--- src/rtl/ctrl_pkg.sv ---
// rtl/ctrl_pkg.sv - shared types and constants for the registered control decoder
//
// Purpose: opcode and state enumerations, base ALUOp codes, and the control
//          bundle struct shared by ctrl_decode_comb and ctrl_decode_pipe.
// Ports:   none (package).

package ctrl_pkg;

  typedef enum logic [2:0] {
    OP_ADD    = 3'b000,
    OP_XOR    = 3'b001,
    OP_AND    = 3'b010,
    OP_MEM    = 3'b011,
    OP_ADDI   = 3'b100,
    OP_SHIFT  = 3'b101,
    OP_BRANCH = 3'b110,
    OP_PARITY = 3'b111
  } opcode_e;

  // Base ALUOp codes; zero-extended to the configured ALUOp width.
  localparam logic [2:0] ALU_ADD = 3'd0;
  localparam logic [2:0] ALU_XOR = 3'd1;
  localparam logic [2:0] ALU_AND = 3'd2;
  localparam logic [2:0] ALU_SRA = 3'd3;
  localparam logic [2:0] ALU_SRL = 3'd4;
  localparam logic [2:0] ALU_SLL = 3'd5;
  localparam logic [2:0] ALU_ROR = 3'd6;
  localparam logic [2:0] ALU_ROL = 3'd7;

  // ALUOp is carried alongside this struct because its width is a
  // parameter of the instantiating module.
  typedef struct packed {
    logic       truncated_reg;
    logic       trunc_prefix;
    logic       abs_branch;
    logic       rel_branch;
    logic       branch_invert;
    logic       branch_flag;
    logic       mem_write;
    logic       reg_write;
    logic       mem_to_reg;
    logic       parity_op;
    logic [1:0] second_operand;
  } ctrl_t;

  typedef enum logic [1:0] {
    EMPTY = 2'd0,
    FULL  = 2'd1,
    PAR   = 2'd2
  } state_e;

  // Starting point of every decode: register write on, register operand.
  function automatic ctrl_t ctrl_default();
    ctrl_t c;
    c                = '0;
    c.reg_write      = 1'b1;
    c.second_operand = 2'b01;
    return c;
  endfunction

endpackage

--- src/rtl/ctrl_decode_comb.sv ---
// rtl/ctrl_decode_comb.sv - combinational instruction to control bundle decode
//
// Purpose: maps one instruction onto the control bundle, ALUOp and the
//          illegal-encoding flag. No state.
// Ports:   instr   in  IW   instruction (opcode = top 3 bits, mode = [3:0])
//          ctrl    out      decoded flags and second-operand select
//          alu_op  out OPW  decoded ALU operation
//          illegal out 1    undefined shift mode

module ctrl_decode_comb
  import ctrl_pkg::*;
#(
  parameter int IW  = 9,
  parameter int OPW = 5
) (
  input  logic [IW-1:0]  instr,
  output ctrl_t          ctrl,
  output logic [OPW-1:0] alu_op,
  output logic           illegal
);

  opcode_e    opcode;
  logic [3:0] mode;
  logic       unused_mid_bits;

  assign opcode          = opcode_e'(instr[IW-1:IW-3]);
  assign mode            = instr[3:0];
  assign unused_mid_bits = ^instr[IW-4:4];

  always_comb begin
    ctrl    = ctrl_default();
    alu_op  = '0;
    illegal = 1'b0;
    case (opcode)
      OP_ADD: alu_op = OPW'(ALU_ADD);
      OP_XOR: alu_op = OPW'(ALU_XOR);
      OP_AND: alu_op = OPW'(ALU_AND);
      OP_MEM: begin
        alu_op              = OPW'(ALU_XOR);
        ctrl.truncated_reg  = 1'b1;
        ctrl.second_operand = 2'b00;
        if (mode[3]) begin
          ctrl.mem_write = 1'b1;
          ctrl.reg_write = 1'b0;
        end else begin
          ctrl.mem_to_reg = 1'b1;
        end
      end
      OP_ADDI: begin
        alu_op              = OPW'(ALU_ADD);
        ctrl.truncated_reg  = 1'b1;
        ctrl.trunc_prefix   = 1'b1;
        ctrl.second_operand = 2'b10;
      end
      OP_SHIFT: begin
        case (mode[2:0])
          3'b000:  alu_op = OPW'(ALU_SRL);
          3'b010:  alu_op = OPW'(ALU_SLL);
          3'b011:  alu_op = OPW'(ALU_SRA);
          3'b100:  alu_op = OPW'(ALU_ROR);
          3'b110:  alu_op = OPW'(ALU_ROL);
          default: begin
            illegal        = 1'b1;
            ctrl.reg_write = 1'b0;
          end
        endcase
      end
      OP_BRANCH: begin
        ctrl.reg_write     = 1'b0;
        ctrl.abs_branch    = mode[0];
        ctrl.rel_branch    = ~mode[0];
        ctrl.branch_flag   = mode[1];
        ctrl.branch_invert = mode[2];
      end
      OP_PARITY: begin
        // Parity ALUOp: top bit set, mode in the low nibble, zeros between.
        ctrl.parity_op  = 1'b1;
        alu_op[3:0]     = mode;
        alu_op[OPW-1]   = 1'b1;
      end
      default: ;
    endcase
  end

endmodule

--- src/rtl/ctrl_decode_pipe.sv ---
// rtl/ctrl_decode_pipe.sv - registered, handshaked control decoder with parity sequencing
//
// Purpose: decodes one instruction per cycle into a registered control bundle;
//          parity instructions are replayed as PAR_STEPS micro-ops; flush drops
//          the held/in-progress op.
// Ports:   Clk, Reset (async, active-high)
//          in_valid/in_ready/instr      upstream handshake and instruction
//          flush                        discard held op (taken branch)
//          out_valid/out_ready          downstream handshake
//          TruncatedReg..ParityOp, SecondOperand, ALUOp  registered bundle
//          ParityStep, ParityLast       micro-op index / final micro-op
//          Illegal                      undefined encoding

module ctrl_decode_pipe
  import ctrl_pkg::*;
#(
  parameter int IW        = 9,
  parameter int OPW       = 5,
  parameter int PAR_STEPS = 2
) (
  input  logic                         Clk,
  input  logic                         Reset,
  input  logic                         in_valid,
  output logic                         in_ready,
  input  logic [IW-1:0]                instr,
  input  logic                         flush,
  output logic                         out_valid,
  input  logic                         out_ready,
  output logic                         TruncatedReg,
  output logic                         TruncPrefix,
  output logic                         AbsBranch,
  output logic                         RelBranch,
  output logic                         BranchInvert,
  output logic                         BranchFlag,
  output logic                         MemWrite,
  output logic                         RegWrite,
  output logic                         MemToReg,
  output logic                         ParityOp,
  output logic [1:0]                   SecondOperand,
  output logic [OPW-1:0]               ALUOp,
  output logic [$clog2(PAR_STEPS):0]   ParityStep,
  output logic                         ParityLast,
  output logic                         Illegal
);

  localparam int              SW        = $clog2(PAR_STEPS) + 1;
  localparam logic [SW-1:0]   LAST_STEP = SW'(PAR_STEPS - 1);

  ctrl_t          dec_ctrl;
  logic [OPW-1:0] dec_alu;
  logic           dec_illegal;

  state_e         state_q, state_d;
  ctrl_t          ctrl_q;
  logic [OPW-1:0] alu_q;
  logic           illegal_q;
  logic [SW-1:0]  step_q, step_d;
  logic           last_q, last_d;
  logic           load;
  logic           accept;
  logic           handshake;

  ctrl_decode_comb #(
    .IW  (IW),
    .OPW (OPW)
  ) u_decode (
    .instr   (instr),
    .ctrl    (dec_ctrl),
    .alu_op  (dec_alu),
    .illegal (dec_illegal)
  );

  assign out_valid = (state_q != EMPTY);
  assign handshake = out_valid & out_ready;
  assign accept    = in_valid & in_ready;

  always_comb begin
    in_ready = 1'b0;
    case (state_q)
      EMPTY:   in_ready = ~flush;
      FULL:    in_ready = out_ready & ~flush;
      default: in_ready = 1'b0;
    endcase
  end

  always_comb begin
    state_d = state_q;
    step_d  = step_q;
    last_d  = last_q;
    load    = 1'b0;
    if (flush) begin
      state_d = EMPTY;
    end else begin
      case (state_q)
        EMPTY: load = accept;
        FULL: begin
          if (handshake) begin
            if (accept) load = 1'b1;
            else        state_d = EMPTY;
          end
        end
        PAR: begin
          if (handshake) begin
            step_d = step_q + 1'b1;
            if (step_d == LAST_STEP) begin
              last_d  = 1'b1;
              state_d = FULL;
            end
          end
        end
        default: state_d = EMPTY;
      endcase
    end
    // A newly accepted instruction always restarts the micro-op index; a
    // single-step parity op skips PAR and is final immediately.
    if (load) begin
      step_d = '0;
      if (dec_ctrl.parity_op && (PAR_STEPS > 1)) begin
        state_d = PAR;
        last_d  = 1'b0;
      end else begin
        state_d = FULL;
        last_d  = 1'b1;
      end
    end
  end

  always_ff @(posedge Clk or posedge Reset) begin
    if (Reset) begin
      state_q   <= EMPTY;
      ctrl_q    <= '0;
      alu_q     <= '0;
      illegal_q <= 1'b0;
      step_q    <= '0;
      last_q    <= 1'b0;
    end else begin
      state_q <= state_d;
      step_q  <= step_d;
      last_q  <= last_d;
      if (load) begin
        ctrl_q    <= dec_ctrl;
        alu_q     <= dec_alu;
        illegal_q <= dec_illegal;
      end
    end
  end

  assign TruncatedReg  = ctrl_q.truncated_reg;
  assign TruncPrefix   = ctrl_q.trunc_prefix;
  assign AbsBranch     = ctrl_q.abs_branch;
  assign RelBranch     = ctrl_q.rel_branch;
  assign BranchInvert  = ctrl_q.branch_invert;
  assign BranchFlag    = ctrl_q.branch_flag;
  assign MemWrite      = ctrl_q.mem_write;
  assign RegWrite      = ctrl_q.reg_write;
  assign MemToReg      = ctrl_q.mem_to_reg;
  assign ParityOp      = ctrl_q.parity_op;
  assign SecondOperand = ctrl_q.second_operand;
  assign ALUOp         = alu_q;
  assign ParityStep    = step_q;
  assign ParityLast    = last_q;
  assign Illegal       = illegal_q;

endmodule
--- config.mk ---
export PLATFORM = sky130hd
export DESIGN_NAME = ctrl_decode_pipe
export DESIGN_NICKNAME = d
export VERILOG_FILES = /design/src/rtl/ctrl_pkg.sv /design/src/rtl/ctrl_decode_comb.sv /design/src/rtl/ctrl_decode_pipe.sv
export SDC_FILE = /design/constraint.sdc
export NUM_CORES = 1
export LEC_CHECK = 0
export CORE_ASPECT_RATIO = 0.9
export CORE_MARGIN = 2
export CORE_UTILIZATION = 46
export DETAILED_ROUTE_END_ITERATION = 7
export PLACE_DENSITY = 0.77
export SLEW_MARGIN = 30
export SYNTH_ARGS = -nofsm -noshare
export SYNTH_HDL_FRONTEND = slang
export SYNTH_SLANG_ARGS = --single-unit
--- constraint.sdc ---
create_clock -name Clk -period 1.8 [get_ports Clk]
set_input_delay 0.45 -clock Clk [delete_from_list [all_inputs] [get_ports Clk]]
set_output_delay 0.45 -clock Clk [all_outputs]
set_load 0.01 [all_outputs]
==> impl_metrics.py <==
metrics = {
    "worst_setup_path": {
        "endpoint_kind": "output port",
        "worst_setup_path_start_kind": "register",
        "crit_fanout": 2,
        "cp-startpoint": "state_q[0]$_DFFE_PP0P_",
        "crit_type": "reg -> out",
        "crit_required_ns": 1.35,
        "r2r-start": "state_q[1]$_DFFE_PP0P_",
        "cp.arrival_ns": 1.30,
    },
    "cts": {
        "clk_pin_slew_worst_paths_ns": 0.12,
        "cts_max_level": 1,
        "clkSinkCount": 22,
        "root_buffer": "clkbuf_4",
        "cts_hold_buf": 0,
        "cts_tree": "yes",
        "cts_inserted_buffers": 3,
        "insertion_delay_ns": 0.31,
        "clock_path_buffers": 2,
    },
    "drt": {
        "routedWlPerCell_um": 13.2,
        "vias_per_cell": 5.20,
        "vias": 1020,
        "ant_nets": 0,
        "totalWireLength_um": 2580,
        "drcViolationCount": 0,
        "drtIter0Drc": 20,
        "firstDrtPassIters": 4,
    },
    "power": {
        "p_leak_uw": 0.000778,
        "powerDensity_mw_per_mm2": 690,
        "ir_drop_mv": 0.517,
        "p_total_uw": 1170,
    },
    "sta": {
        "slew_viol_final": 0,
        "setup_violations": 0,
        "hold_viol": 0,
        "finalCriticalPeriod_ns": 1.75,
        "finalClockSkew_ns": 0.00292,
        "rsz0062_at_grt": "no",
        "slew_headroom_pct": 76.5,
        "tightest_slew_ns": 0.352,
        "period_share_pct": 97.3,
        "fmax_mhz": 571,
    },
    "floorplan": {
        "top_level_ports": 37,
        "die_w_um": 58.3,
        "die_h_um": 52.9,
        "die-area_mm2": 0.00308,
        "rows": 17,
        "core_mm2": 0.00249,
        "start_util_pct": 49.1,
    },
    "placement": {
        "place.gp.congestion": 0.846,
        "dp.cells": 190,
        "io_buffer_count": 34,
        "place_hpwl_um": 2060,
    },
    "logic_synthesis": {
        "syn_inst": 120,
        "synth_edf_count": 0,
        "synth_area_mm2": 0.00122,
        "yosysSeqAreaShare_pct": 45.1,
        "synth_nets": 135,
        "async_flop_share_pct": 100,
        "ys_ff_latch": 22,
        "synth_top_flop_cell": "dfrtp_1",
        "avgSynthCellArea_um2": 10.2,
        "synth_compound_area_share_pct": 12.8,
        "ys_warn_count": 0,
        "synth_top_family_by_area": "simple AND/OR/NAND/NOR gates",
        "synth_xor_area_share_pct": 1.43,
        "synth_mux_area_share_pct": 13.0,
        "synth.distinct_cells": 36,
        "synthAdderAreaFrac_pct": 1.02,
        "synth-simple-area-share_pct": 17.1,
    },
    "final_layout": {
        "fill_cells": 192,
        "drive_above_1_share_pct": 25.0,
        "mostFrequentLayoutCells": "clkdlybuf4s50_1 (30), dfrtp_1 (22), buf_4 (18)",
        "syn_to_final_growth_pct": 39.1,
        "fin_cells": 196,
        "layout.nets": 184,
        "diodes": 0,
        "final_common_cell": "clkdlybuf4s50_1",
    },
    "flow_run": {
        "cap_violations": 0,
    },
    "worst_hold_path": {
        "holdCritPathClass": "in -> async",
    },
    "grt": {
        "grt_pass1_vias": 1031,
        "overflow": 0,
        "grt_first_pass_wirelength_um": 4460,
        "gr-usage-all-layers_pct": 19.2,
        "grt_antenna_before_repair": 0,
        "grt_max_degree": 13,
    },
    "outcome": {
        "status": "finished, final reports clean",
    },
}
-- state kept, by name, indices dropped and copies added (netlist names) --
name           count
AbsBranch          1
ParityStep         2
state_q            2
RelBranch          1
TruncPrefix        1
RegWrite           1
Illegal            1
MemWrite           1
TruncatedReg       1
ALUOp              4
ParityOp           1
SecondOperand      2
ParityLast         1
BranchFlag         1
BranchInvert       1
MemToReg           1
-- per-layer routing --
layer  vias to the layer above  global-route usage [%]  part of all wire, %
met4                         0                    7.75                  1.1
met1                       485                    21.0                   42
met2                        25                    36.7                   53
met3                         2                    2.93                  3.6
li1                        508                       -                    -
met5                         -                       0                    0
-- critical path: stages, from the launching register on --
cell and delay [ns]:
dfrtp_1 0.41, or2_2 0.30, dlygate4sd2_1 0.29
-- layout make-up --
| class | instances | area [µm²] | share of cell area [%] |
|---|---|---|---|
| Timing Repair Buffer | 52 | 467 | 27.5 |
| Sequential cell | 22 | 551 | 32.4 |
| Multi-Input combinational cell | 77 | 562 | 33.1 |
| Inverter | 13 | 48.8 | 2.87 |
| Tap cell | 28 | 35.0 | 2.06 |
| Clock buffer | 4 | 36.3 | 2.14 |
-- power breakdown --
| part | switching (µW) | total [µW] | internal [µW] | leakage [µW] |
|---|---|---|---|---|
| clock network | 145 | 268 | 124 | 0.0000210 |
| logic | 143 | 337 | 195 | 0.000472 |
| registers | 26.4 | 567 | 540 | 0.000285 |
| total | 314 | 1170 | 859 | 0.000778 |
-- worst paths after layout --
check	to	cells past startpoint	slack [ns]
min in group Clk	TruncPrefix$_DFFE_PP0P_	1	0.52
worst max-delay path	out_valid	2	0.05
worst max register to register	BranchInvert$_DFFE_PP0P_	6	0.18
max in group asynchronous	state_q[0]$_DFFE_PP0P_	3	1.00
worst min register to register	TruncPrefix$_DFFE_PP0P_	1	0.52
worst min-delay path	ALUOp[0]$_DFFE_PP0P_	2	0.38
-- per-stage QoR --
stage | hold slack (ns) | setup TNS [ns] | worst slack, ns | instance area [µm²] | utilization (%)
2_1_floorplan | 0.439 | 0 | 0.322 | 1220 | -
3_5_place_dp | 0.499 | -3.08 | -0.368 | 1650 | 66.3
6_report | 0.383 | 0 | 0.0483 | 1700 | 68.3
4_1_cts | 0.385 | 0 | 0.0190 | 1700 | 68.5
3_3_place_gp | 0.491 | -2.31 | -0.336 | 1650 | 66.3
5_1_grt | 0.420 | 0 | 0.0141 | 1700 | 68.3
-- Yosys cell counts (all sizes together), types with 2 or more instances --
cell type  count  area [µm²]
a31oi          9        56.3
nand3          2        10.0
o21ai          4        20.0
o211ai         2        15.0
and3           3        23.8
nor3b          2        15.0
or2            2        12.5
nor2           6        25.0
mux2           7        78.8
a21oi          2        10.0
and3b          3        26.3
dfrtp         22         551
a31o           2        17.5
clkbuf         2        7.51
nor2b          2        12.5
buf            6        60.1
mux2i          8        80.1
inv           13        48.8
nand2         11        41.3
-- logic make-up (layout without fill, tap and decap cells) --
kind of cell	Yosys count	in the layout
buffers and inverters	21	69
multiplexers	15	15
flip-flops	22	22
XOR/XNOR	2	2
AND/OR/NAND/NOR	36	36
AO/OA/AOI/OAI	23	23
adder cells (fa/ha/maj)	1	1
-- repair_timing --
| action | 4_1_cts | 5_1_grt |
|---|---|---|
| resized for setup | 6 | 1 |
| pin swaps | 0 | 0 |
| setup buffers | 2 | 0 |
| endpoints found under the setup margin | 2 | 1 |
Power figures use the tool's default switching activity.
